## src/rtl/le_buffer.sv

```systemverilog
// VGA scan-out reader for a 320x240 frame buffer, shown at 640x480 with 2x2 pixel replication.
// Read addresses run READ_LATENCY pixels ahead of the display position, so returned words land on the right pixel.
module le_buffer #(
  parameter int H_VISIBLE    = 640,
  parameter int H_FRONT      = 16,
  parameter int H_SYNC       = 96,
  parameter int H_BACK       = 48,
  parameter int V_VISIBLE    = 480,
  parameter int V_FRONT      = 10,
  parameter int V_SYNC       = 2,
  parameter int V_BACK       = 33,
  parameter int PIXEL_BITS   = 8,
  parameter int READ_LATENCY = 1   // legal range 1..4
) (
  input  logic                  clock,
  input  logic                  reset,
  output logic [10:0]           x_coord,
  output logic [10:0]           y_coord,
  output logic                  read_enable,
  input  logic [PIXEL_BITS-1:0] pixel_data,
  output logic [PIXEL_BITS-1:0] pixel_out,
  output logic                  hsync,
  output logic                  vsync,
  output logic                  blank_n,
  output logic                  frame_start
);

  localparam int H_TOTAL = H_VISIBLE + H_FRONT + H_SYNC + H_BACK;
  localparam int V_TOTAL = V_VISIBLE + V_FRONT + V_SYNC + V_BACK;

  localparam logic [10:0] H_LAST    = 11'(H_TOTAL - 1);
  localparam logic [10:0] V_LAST    = 11'(V_TOTAL - 1);
  localparam logic [10:0] H_VIS     = 11'(H_VISIBLE);
  localparam logic [10:0] V_VIS     = 11'(V_VISIBLE);
  localparam logic [10:0] HS_ON     = 11'(H_VISIBLE + H_FRONT);
  localparam logic [10:0] HS_OFF    = 11'(H_VISIBLE + H_FRONT + H_SYNC);
  localparam logic [10:0] VS_ON     = 11'(V_VISIBLE + V_FRONT);
  localparam logic [10:0] VS_OFF    = 11'(V_VISIBLE + V_FRONT + V_SYNC);
  localparam logic [10:0] H_PRELOAD = 11'(H_TOTAL - READ_LATENCY);

  logic [10:0] h, v;    // position being displayed
  logic [10:0] ha, va;  // position being fetched, READ_LATENCY pixels ahead
  logic        visible, ahead_visible;

  // Raster step: returns {v_next, h_next}
  function automatic logic [21:0] advance(input logic [10:0] hc, input logic [10:0] vc);
    logic [10:0] hn, vn;
    hn = hc + 11'd1;
    vn = vc;
    if (hc == H_LAST) begin
      hn = '0;
      vn = (vc == V_LAST) ? '0 : vc + 11'd1;
    end
    return {vn, hn};
  endfunction

  assign visible       = (h < H_VIS) && (v < V_VIS);
  assign ahead_visible = (ha < H_VIS) && (va < V_VIS);

  // Gated by reset directly so no read is issued while the counters are being loaded
  assign read_enable = reset && ahead_visible;
  assign x_coord     = read_enable ? {1'b0, ha[10:1]} : '0;
  assign y_coord     = read_enable ? {1'b0, va[10:1]} : '0;

  always_ff @(posedge clock) begin
    if (!reset) begin
      // Display trails the fetch counter, which starts at the frame origin
      h           <= H_PRELOAD;
      v           <= V_LAST;
      ha          <= '0;
      va          <= '0;
      hsync       <= 1'b1;
      vsync       <= 1'b1;
      blank_n     <= 1'b0;
      pixel_out   <= '0;
      frame_start <= 1'b0;
    end else begin
      {v, h}      <= advance(h, v);
      {va, ha}    <= advance(ha, va);
      blank_n     <= visible;
      pixel_out   <= visible ? pixel_data : '0;
      hsync       <= !((h >= HS_ON) && (h < HS_OFF));
      vsync       <= !((v >= VS_ON) && (v < VS_OFF));
      frame_start <= (h == '0) && (v == '0);
    end
  end

endmodule

```

## config.mk

```make
export PLATFORM = sky130hd
export DESIGN_NAME = le_buffer
export DESIGN_NICKNAME = d
export VERILOG_FILES = /design/src/rtl/le_buffer.sv
export SDC_FILE = /design/constraint.sdc
export NUM_CORES = 1
export LEC_CHECK = 0
export ABC_CLOCK_PERIOD_IN_PS = 2100
export BUFFER_PORTS_ARGS = -buffer_cell sky130_fd_sc_hd__buf_2
export CORE_ASPECT_RATIO = 1.25
export CORE_MARGIN = 2
export CORE_UTILIZATION = 35
export CTS_CLUSTER_SIZE = 40
export DETAILED_ROUTE_END_ITERATION = 8
export GPL_ROUTABILITY_DRIVEN = 0
export PLACE_DENSITY = 0.63
export SYNTH_ARGS = -nofsm -noshare
export SYNTH_HDL_FRONTEND = slang
export SYNTH_SLANG_ARGS = --single-unit
```

## constraint.sdc

```tcl
create_clock -name clock -period 2.1 [get_ports clock]
set_clock_uncertainty 0.05 [all_clocks]
set_input_delay 0.21 -clock clock [delete_from_list [all_inputs] [get_ports clock]]
set_output_delay 0.21 -clock clock [all_outputs]
set_load 0.01 [all_outputs]
```

==> results.json, run 1 <==
{
  "status": "finished, final reports clean",
  "final_hold_viol_count": 0,
  "clockBufferDepth": 2,
  "hold_path_class": "primary input to register",
  "instances_no_fill": 432,
  "ys_seq_elements": 56,
  "first_pass_iters": 4,
  "clk_pin_slew_worst_paths_ps": 100,
  "ys_seq_area_frac": 0.4279,
  "cts_setup_buffers": 0,
  "internal_power_mw": 1.678,
  "rsz0062_at_grt": "no",
  "core_sq_um": 7313,
  "die_h_um": 100.7,
  "htreeDepth": 2,
  "nFillCells": 718,
  "drive_above_1_share": 0.1941,
  "worstPathArrival_ps": 1650,
  "synth_top_cell_by_area": "dfxtp_1",
  "via_per_inst": 4.755,
  "p_leak_nw": 1.261,
  "clock_latency_ps": 310,
  "die_w_um": 81.39,
  "seqPwrFrac": 0.517,
  "avgSynthCellArea_sq_um": 8.912,
  "rows": 35,
  "critPathRequiredTime_ps": 1840,
  "crit_chain": "nor4b_2 -> nand2_1 -> a21oi_1 -> buf_4 -> and2_1 -> buf_2",
  "crit_type": "register to output port",
  "drt_iter0_markers": 96,
  "post-dp-hpwl_um": 3751,
  "fin_crit_sh": 0.9074,
  "dp.cells": 424,
  "antenna_found_initial": 0,
  "critPathMaxFanout": 9,
  "ir_worst_vdd_v": 0.0003527,
  "power.density_nw_per_um2": 831.8,
  "ys_warn_count": 0,
  "cp_slowest_stage_delay_ps": 360,
  "grt.total_usage": 0.1235,
  "num_vias": 2054,
  "ioPinCount": 45,
  "max_freq_mhz": 524.8,
  "nNetsFinal": 356,
  "clockRootBuffer": "clkbuf_8",
  "critPathLaunchType": "register",
  "detail-route-antenna-nets": 0,
  "clkPwrFrac": 0.235,
  "area_delta_synth_final_pct": 15.66,
  "die-area_sq_um": 8198,
  "async_flop_share": 0,
  "drv_cap": 0,
  "sw_frac_of_total": 0.3342,
  "critical-path-slowest-cell": "dfxtp_1",
  "syn-cell-area_sq_um": 2620,
  "synth_top_area_share": 0.4279,
  "synth_edf_count": 0,
  "post_drt_wl_per_cell_um": 11.32,
  "ys_top_cells_by_area": "dfxtp_1 (43%), and2_1 (7.9%), xnor2_1 (5.7%), xor2_1 (5.7%), nor2_1 (4.9%)",
  "cts_made_buffers": 5,
  "diodes": 0,
  "io_buffer_count": 39,
  "setup_viol": 0,
  "overflow": 0,
  "synth_cells": 294,
  "grt_pass1_vias": 1906,
  "final.setup.tns_ps": 0,
  "clock_sinks": 56,
  "grt_max_degree": 19,
  "cts_tree": "built",
  "drc": 0,
  "drt-total-wl_um": 4889,
  "reg2reg_slack_ps": 240,
  "fin_crit_ps": 1906,
  "yosys_most_used_dff": "dfxtp_1",
  "grt_pass1_wl_um": 8148,
  "setup_ws_ps": 194.4,
  "whs_ps": 41.57,
  "place_ws_ps": 184.2,
  "combPwrFrac": 0.248,
  "yosysUniqueCellTypes": 41,
  "p_switching_uw": 842.4,
  "end_kind": "output port",
  "initial_core_util": 0.3583,
  "drv_slew": 0
}
==> placed cells by master, fill, tap and decap left out, types with 2 or more instances in the layout <==
cell / n
and2_1: 33
inv_1: 11
nand4b_1: 2
and4_1: 3
clkbuf_8: 5
nor4_1: 7
dfxtp_1: 56
nand4_1: 10
o21ai_0: 7
nand2_1: 18
conb_1: 5
nor2_1: 34
nor3_1: 7
buf_2: 39
or4_1: 2
buf_4: 9
nand3_1: 15
a21oi_1: 8
nand2b_1: 2
xnor2_1: 17
and3_1: 6
ha_1: 7
xor2_1: 17
or3_1: 2
==> path summary, 6_finish.rpt <==
kind | cells past startpoint | to | start
setup / recovery | 6 | x_coord[0] | va[10]
hold / removal | 2 | pixel_out[1] | pixel_data[1]
setup reg to reg | 6 | v[9] | h[0]
hold reg to reg | 1 | ha[0] | ha[0]
==> final cells by class <==
class	instances	area (sq um)	share of cell area
clock buffer	5	68.82	0.02271
multi-input combinational	217	1399	0.4616
sequential	56	1121	0.3699
tap	92	115.1	0.03798
inverter	11	41.29	0.01363
clock inverter	3	22.52	0.007432
timing repair buffer	48	262.8	0.08671
==> through the flow <==
step | area, sq um | power [mW] | util
floorplan | 2635 | 1.787 | -
global placement | 2930 | 1.941 | 0.4007
detailed placement | 2930 | 1.955 | 0.4007
CTS | 3022 | 2.556 | 0.4132
global route | 3030 | 2.688 | 0.4144
finish | 3030 | 2.521 | 0.4144
==> repair_timing <==
action / CTS / global route
hold buffers: 0 / 0
endpoints found under the setup margin: 0 / 28
gates resized for setup: 0 / 2
==> per-layer routing <==
metal  track usage  vias up  wire length (um)  share of wire
met5             0        -                 0              0
met4       0.05215        0                89          0.018
met3       0.02330        7               161          0.033
met2        0.2163       34              2511           0.51
met1        0.1448      942              2127           0.44
li1              -     1071                 -              -
==> flip-flops by register name, summed over array words and instances, names as in the netlist <==
register / flops
blank_n: 1
frame_start: 1
h: 11
ha: 11
hsync: 1
pixel_out: 8
v: 11
va: 11
vsync: 1
==> cell families (layout without fill, tap and decap cells) <==
logic type | after synthesis | count (layout) | share of synthesized area
AO/OA/AOI/OAI | 18 | 18 | 0.04442
XOR/XNOR | 34 | 34 | 0.1137
adder cells (fa/ha/maj) | 7 | 7 | 0.03343
AND/OR/NAND/NOR | 152 | 152 | 0.3281
flip-flops | 56 | 56 | 0.4279
other | 1 | 5 | 0.001431
multiplexers | 1 | 1 | 0.003821
buffers and inverters | 25 | 67 | 0.04727
==> synthesized netlist by cell type (2+ instances only) <==
master and instances:
dfxtp_1 56, nor2_1 34, and2_1 33, nand2_1 19
xnor2_1 17, xor2_1 17, nand3_1 15, inv_1 11
nand4_1 10, a21oi_1 8, ha_1 7, nor3_1 7
nor4_1 7, o21ai_0 7, and3_1 6, buf_4 5
clkbuf_1 4, and4_1 3, buf_2 2, nand2b_1 2
nand4b_1 2, or3_1 2, or4_1 2
==> worst max-delay path, delay by kind of cell (launching register included) <==
kind	cells	cell delay, ps
and+or+nand+nor	3	490
AOI/OAI and AO/OA	1	170
buffers and inverters	2	290
DFF	1	360
==> power groups by stage <==
stage	clock network, mW	registers (mW)	logic, mW
after floorplan	0	1.29	0.495
after global placement	0	1.32	0.616
after detailed placement	0	1.33	0.628
after CTS	0.623	1.30	0.631
after global routing	0.647	1.33	0.712
final	0.593	1.30	0.625
No activity file was read; power rests on OpenSTA's default activity.
==> inputs of run 2 (changes only) <==
Settings changed: ABC_CLOCK_PERIOD_IN_PS 2100 to 1550, PLACE_DENSITY 0.63 to 0.66.
Clock period 2.1 ns to 1.55 ns, I/O delays scaled along.
==> run 2 against run 1 <==
Against the previous run: the flow now finishes with violations (negative setup slack); critical path depth is 1 higher; power increased by 64%; register-to-register slack lost 490 ps; largest cell class unchanged.
==> results.json, run 2 (synthesized netlist as in run 1, its figures left out) <==
{
  "status": "finished, violations left",
  "violations": "negative setup slack",
  "crit_top_cell": "buf_2",
  "cts_made_buffers": 5,
  "critPathRequiredTime_ps": 1340,
  "nNetsFinal": 419,
  "whs_ps": 154.4,
  "final_hold_viol_count": 0,
  "fin_area_sq_um": 3855,
  "regArea_sq_um": 1135,
  "drv_cap": 0,
  "rsz0062_at_grt": "yes",
  "area_delta_synth_final_pct": 47.13,
  "crit_chain": "buf_6 -> nor4b_4 -> nand2_1 -> a21oi_4 -> buf_2 -> and2_1 -> buf_2",
  "dr_wl_met2_um": 3369,
  "combPwrFrac": 0.388,
  "crit_type": "register to output port",
  "drv_slew": 0,
  "setup_ws_ps": -334.1,
  "grt_pass1_wl_um": 9522,
  "clk_pin_slew_worst_paths_ps": 110,
  "hold_path_class": "primary input to register",
  "clkPwrFrac": 0.206,
  "overflow": 0,
  "r2r_start": "ha[10]",
  "critPathMaxFanout": 4,
  "hp-start": "reset",
  "worstPathArrival_ps": 1680,
  "p_leak_nw": 1.610,
  "core_sq_um": 7313,
  "antenna_found_initial": 0,
  "die-area_sq_um": 8198,
  "crit_start": "ha[10]",
  "die_w_um": 81.39,
  "nFillCells": 661,
  "final.setup.tns_ps": -9212,
  "clockBufferDepth": 2,
  "instances_no_fill": 495,
  "io_buffer_count": 39,
  "finalPower_mw": 4.128,
  "grt_max_degree": 20,
  "ir_worst_vdd_v": 0.0005426,
  "die_h_um": 100.7,
  "critical-path-top-delay-family": "simple AND/OR/NAND/NOR gates",
  "slew_headroom": 0.6259,
  "setup_viol": 43,
  "drive_above_1_share": 0.4293,
  "ioPinCount": 45,
  "clock_latency_ps": 320,
  "dp.cells": 470,
  "max_freq_mhz": 530.7,
  "critPathLaunchType": "register",
  "critical-path-slowest-cell": "dfxtp_2",
  "fin_crit_sh": 1.216,
  "post-dp-hpwl_um": 4351,
  "fin_crit_ps": 1884,
  "internal_power_mw": 2.727,
  "cts_tree": "built",
  "via_per_inst": 4.867,
  "multi_input_area_sq_um": 1649,
  "sw_frac_of_total": 0.3395,
  "seqPwrFrac": 0.407,
  "drc": 0,
  "grt.total_usage": 0.1472,
  "htreeDepth": 2,
  "post_drt_wl_per_cell_um": 12.55,
  "layout_commonest_cell": "buf_4",
  "drt-total-wl_um": 6212,
  "power.density_nw_per_um2": 1071,
  "dr_wl_met3_um": 150,
  "detail-route-antenna-nets": 0,
  "first_pass_iters": 4,
  "drt_iter0_markers": 81,
  "final_cell_mix": "buf_4 (51), dfxtp_1 (45), buf_2 (35)",
  "diodes": 0,
  "top_layer": "met4",
  "end_kind": "output port",
  "rows": 35,
  "worstMarginPinSlew_ps": 556.1,
  "clockRootBuffer": "clkbuf_8",
  "num_vias": 2409,
  "drt-met1-wl_um": 2526,
  "initial_core_util": 0.3583,
  "p_switching_mw": 1.401,
  "clock_sinks": 56,
  "place_area_sq_um": 3342,
  "critPathBufInv": 3,
  "cp_slowest_stage_delay_ps": 340,
  "grt_pass1_vias": 2228
}
==> run 2: power groups by stage <==
stage	sequential (mW)	clock [mW]	combinational, mW
after detailed placement	1.70	0	1.39
final	1.68	0.849	1.60
after global placement	1.69	0	1.36
after global routing	1.70	0.931	1.74
after CTS	1.67	0.879	1.48
after floorplan	1.76	0	0.768
==> run 2: path summary, 6_finish.rpt <==
check	cells after the start	end	slack, ps
hold reg to reg	2	ha[0]	450
setup reg to reg	7	va[4]	-250
setup / recovery	7	x_coord[2]	-330
hold / removal	3	v[9]	150
==> run 2: per-layer routing <==
metal  global-route usage  up-vias
li1                     -     1197
met1               0.1480     1152
met2               0.2875       44
met3              0.02330       16
met4              0.06389        0
met5                    0        -
==> run 2: worst min-delay path: cells and delay by family <==
family          cells  cell delay (ps)
buf+inv             2              270
compound gates      1               70
==> run 2: through the flow <==
step / util / setup slack, ps
after global placement: 0.4570 / -140.7
final: 0.5271 / -334.1
after detailed placement: 0.4570 / -170.7
after floorplan: - / -146.9
after CTS: 0.4929 / -280.1
after global routing: 0.5271 / -434.5
==> run 2: what timing repair did <==
item	CTS	global route
cloned	1	1
endpoints found under the hold margin	8	0
buffers inserted	2	6
resized for setup	21	52
hold buffers	8	0
pin swaps	19	22
endpoints found under the setup margin	53	51
==> run 2: area by class of cell <==
cell class / count / area share
well taps: 92 / 0.02986
multi-input cells: 218 / 0.4278
inverters: 11 / 0.01071
clock inverters: 3 / 0.007141
clock buffers: 5 / 0.01785
repair buffers: 110 / 0.2123
flip-flops and latches: 56 / 0.2944
==> inputs of run 3 (changes only) <==
Settings changed: REMOVE_ABC_BUFFERS set to 1.
==> run 3 against run 2 <==
Against the previous run: the flow still finishes with violations (negative setup slack); register-to-register slack better by 40 ps; setup slack better by 84 ps; sequential power hardly changed; final cell count is 0.40% lower; non-clock buffer count is 1 lower; global-route usage is 1.0 points higher; via count is 0.62% lower; wire length is 4.3% higher.
==> results.json, run 3 (synthesized netlist as in run 1, its figures left out) <==
{
  "fin_crit_ps": 1801,
  "drt_iter0_markers": 40,
  "p_leak_nw": 1.622,
  "cts_made_buffers": 5,
  "diodes": 0,
  "setup_ws_ps": -250.5,
  "setup_viol": 46,
  "via_per_inst": 4.856,
  "drive_above_1_share": 0.4364,
  "post_drt_wl_per_cell_um": 13.14,
  "multi_input_area_sq_um": 1657,
  "die_h_um": 100.7,
  "first_pass_iters": 4,
  "hold_path_class": "primary input to register",
  "crit_type": "register to output port",
  "clockRootBuffer": "clkbuf_8",
  "ioPinCount": 45,
  "nFillCells": 657,
  "final_cell_mix": "dfxtp_1 (46), buf_4 (46), buf_2 (34)",
  "cts_tree": "built",
  "drc": 0,
  "initial_core_util": 0.3583,
  "die_w_um": 81.39,
  "rows": 35,
  "core_sq_um": 7313,
  "grt.total_usage": 0.1572,
  "end_kind": "output port",
  "grt_pass1_vias": 2353,
  "critPathRequiredTime_ps": 1340,
  "detail-route-antenna-nets": 0,
  "status": "finished, violations left",
  "critPathMaxFanout": 6,
  "critPathLaunchType": "register",
  "regArea_sq_um": 1136,
  "drt-total-wl_um": 6478,
  "final_hold_viol_count": 0,
  "whs_ps": 295.7,
  "post-dp-hpwl_um": 4286,
  "final.setup.tns_ps": -7974,
  "area_delta_synth_final_pct": 47.80,
  "worstPathArrival_ps": 1600,
  "drv_cap": 0,
  "clockBufferDepth": 2,
  "clock_latency_ps": 300,
  "num_vias": 2394,
  "rsz0062_at_grt": "yes",
  "drv_slew": 0,
  "violations": "negative setup slack",
  "grt_pass1_wl_um": 10260,
  "fin_crit_sh": 1.162,
  "grt_max_degree": 22,
  "clock_sinks": 56,
  "ir_worst_vdd_v": 0.0006170,
  "htreeDepth": 2,
  "die-area_sq_um": 8198,
  "nNetsFinal": 418,
  "antenna_found_initial": 0,
  "io_buffer_count": 39,
  "clk_pin_slew_worst_paths_ps": 90,
  "power.density_nw_per_um2": 1108,
  "max_freq_mhz": 555.4,
  "overflow": 0
}
run 3: metrics by stage:
step           setup WS (ps)    util  cell area [sq um]  total power, mW  cells
4_1_cts               -280.2  0.4994               3652            4.106    489
2_1_floorplan         -205.9       -               2552            2.375    284
3_5_place_dp          -176.2  0.4455               3258            3.023    466
6_report              -250.5  0.5295               3872            4.291    493
3_3_place_gp          -149.8  0.4455               3258            3.007    466
5_1_grt               -371.2  0.5295               3872            4.563    493
run 3: repair_timing:
action | CTS | global route
hold buffers | 8 | 0
endpoints found under the hold margin | 8 | 0
pin swaps | 32 | 20
cloned | 2 | 0
buffers inserted | 7 | 5
gates resized for setup | 46 | 48
setup endpoints to repair | 50 | 53
run 3: path summary, 6_finish.rpt:
path                            start          to  slack [ps]  depth (start not counted)
worst max-delay path            va[6]  x_coord[1]        -250                          5
worst min-delay path            reset        h[2]         300                          3
worst max register to register  ha[5]       va[8]        -210                          6
worst min register to register  ha[0]       ha[0]         460                          2
run 3: area by class of cell:
type	count	share of cell area
Clock buffer	6	0.02132
Clock inverter	1	0.002262
Inverter	11	0.01066
Multi-Input combinational cell	218	0.4278
Sequential cell	56	0.2934
Tap cell	92	0.02973
Timing Repair Buffer	109	0.2149
run 3: report_power, final:
group	internal, mW	switching [mW]	leakage [nW]
Sequential	1.59	0.104	0.457
Combinational	0.925	0.857	1.12
Clock	0.358	0.455	0.0473
Total	2.87	1.42	1.62
run 3: critical path, cell delays in order, from the launching register on:
cell and delay, ps:
dfxtp_1 470, and3_1 280, a21oi_2 100, buf_4 160, and2_1 150, buf_2 130
run 3: layer usage:
layer	track usage	vias to the layer above	share of wire
met1	0.1716	1140	0.40
met4	0.06258	0	0.023
met3	0.02330	13	0.030
li1	-	1193	-
met2	0.2957	48	0.55
met5	0	-	0
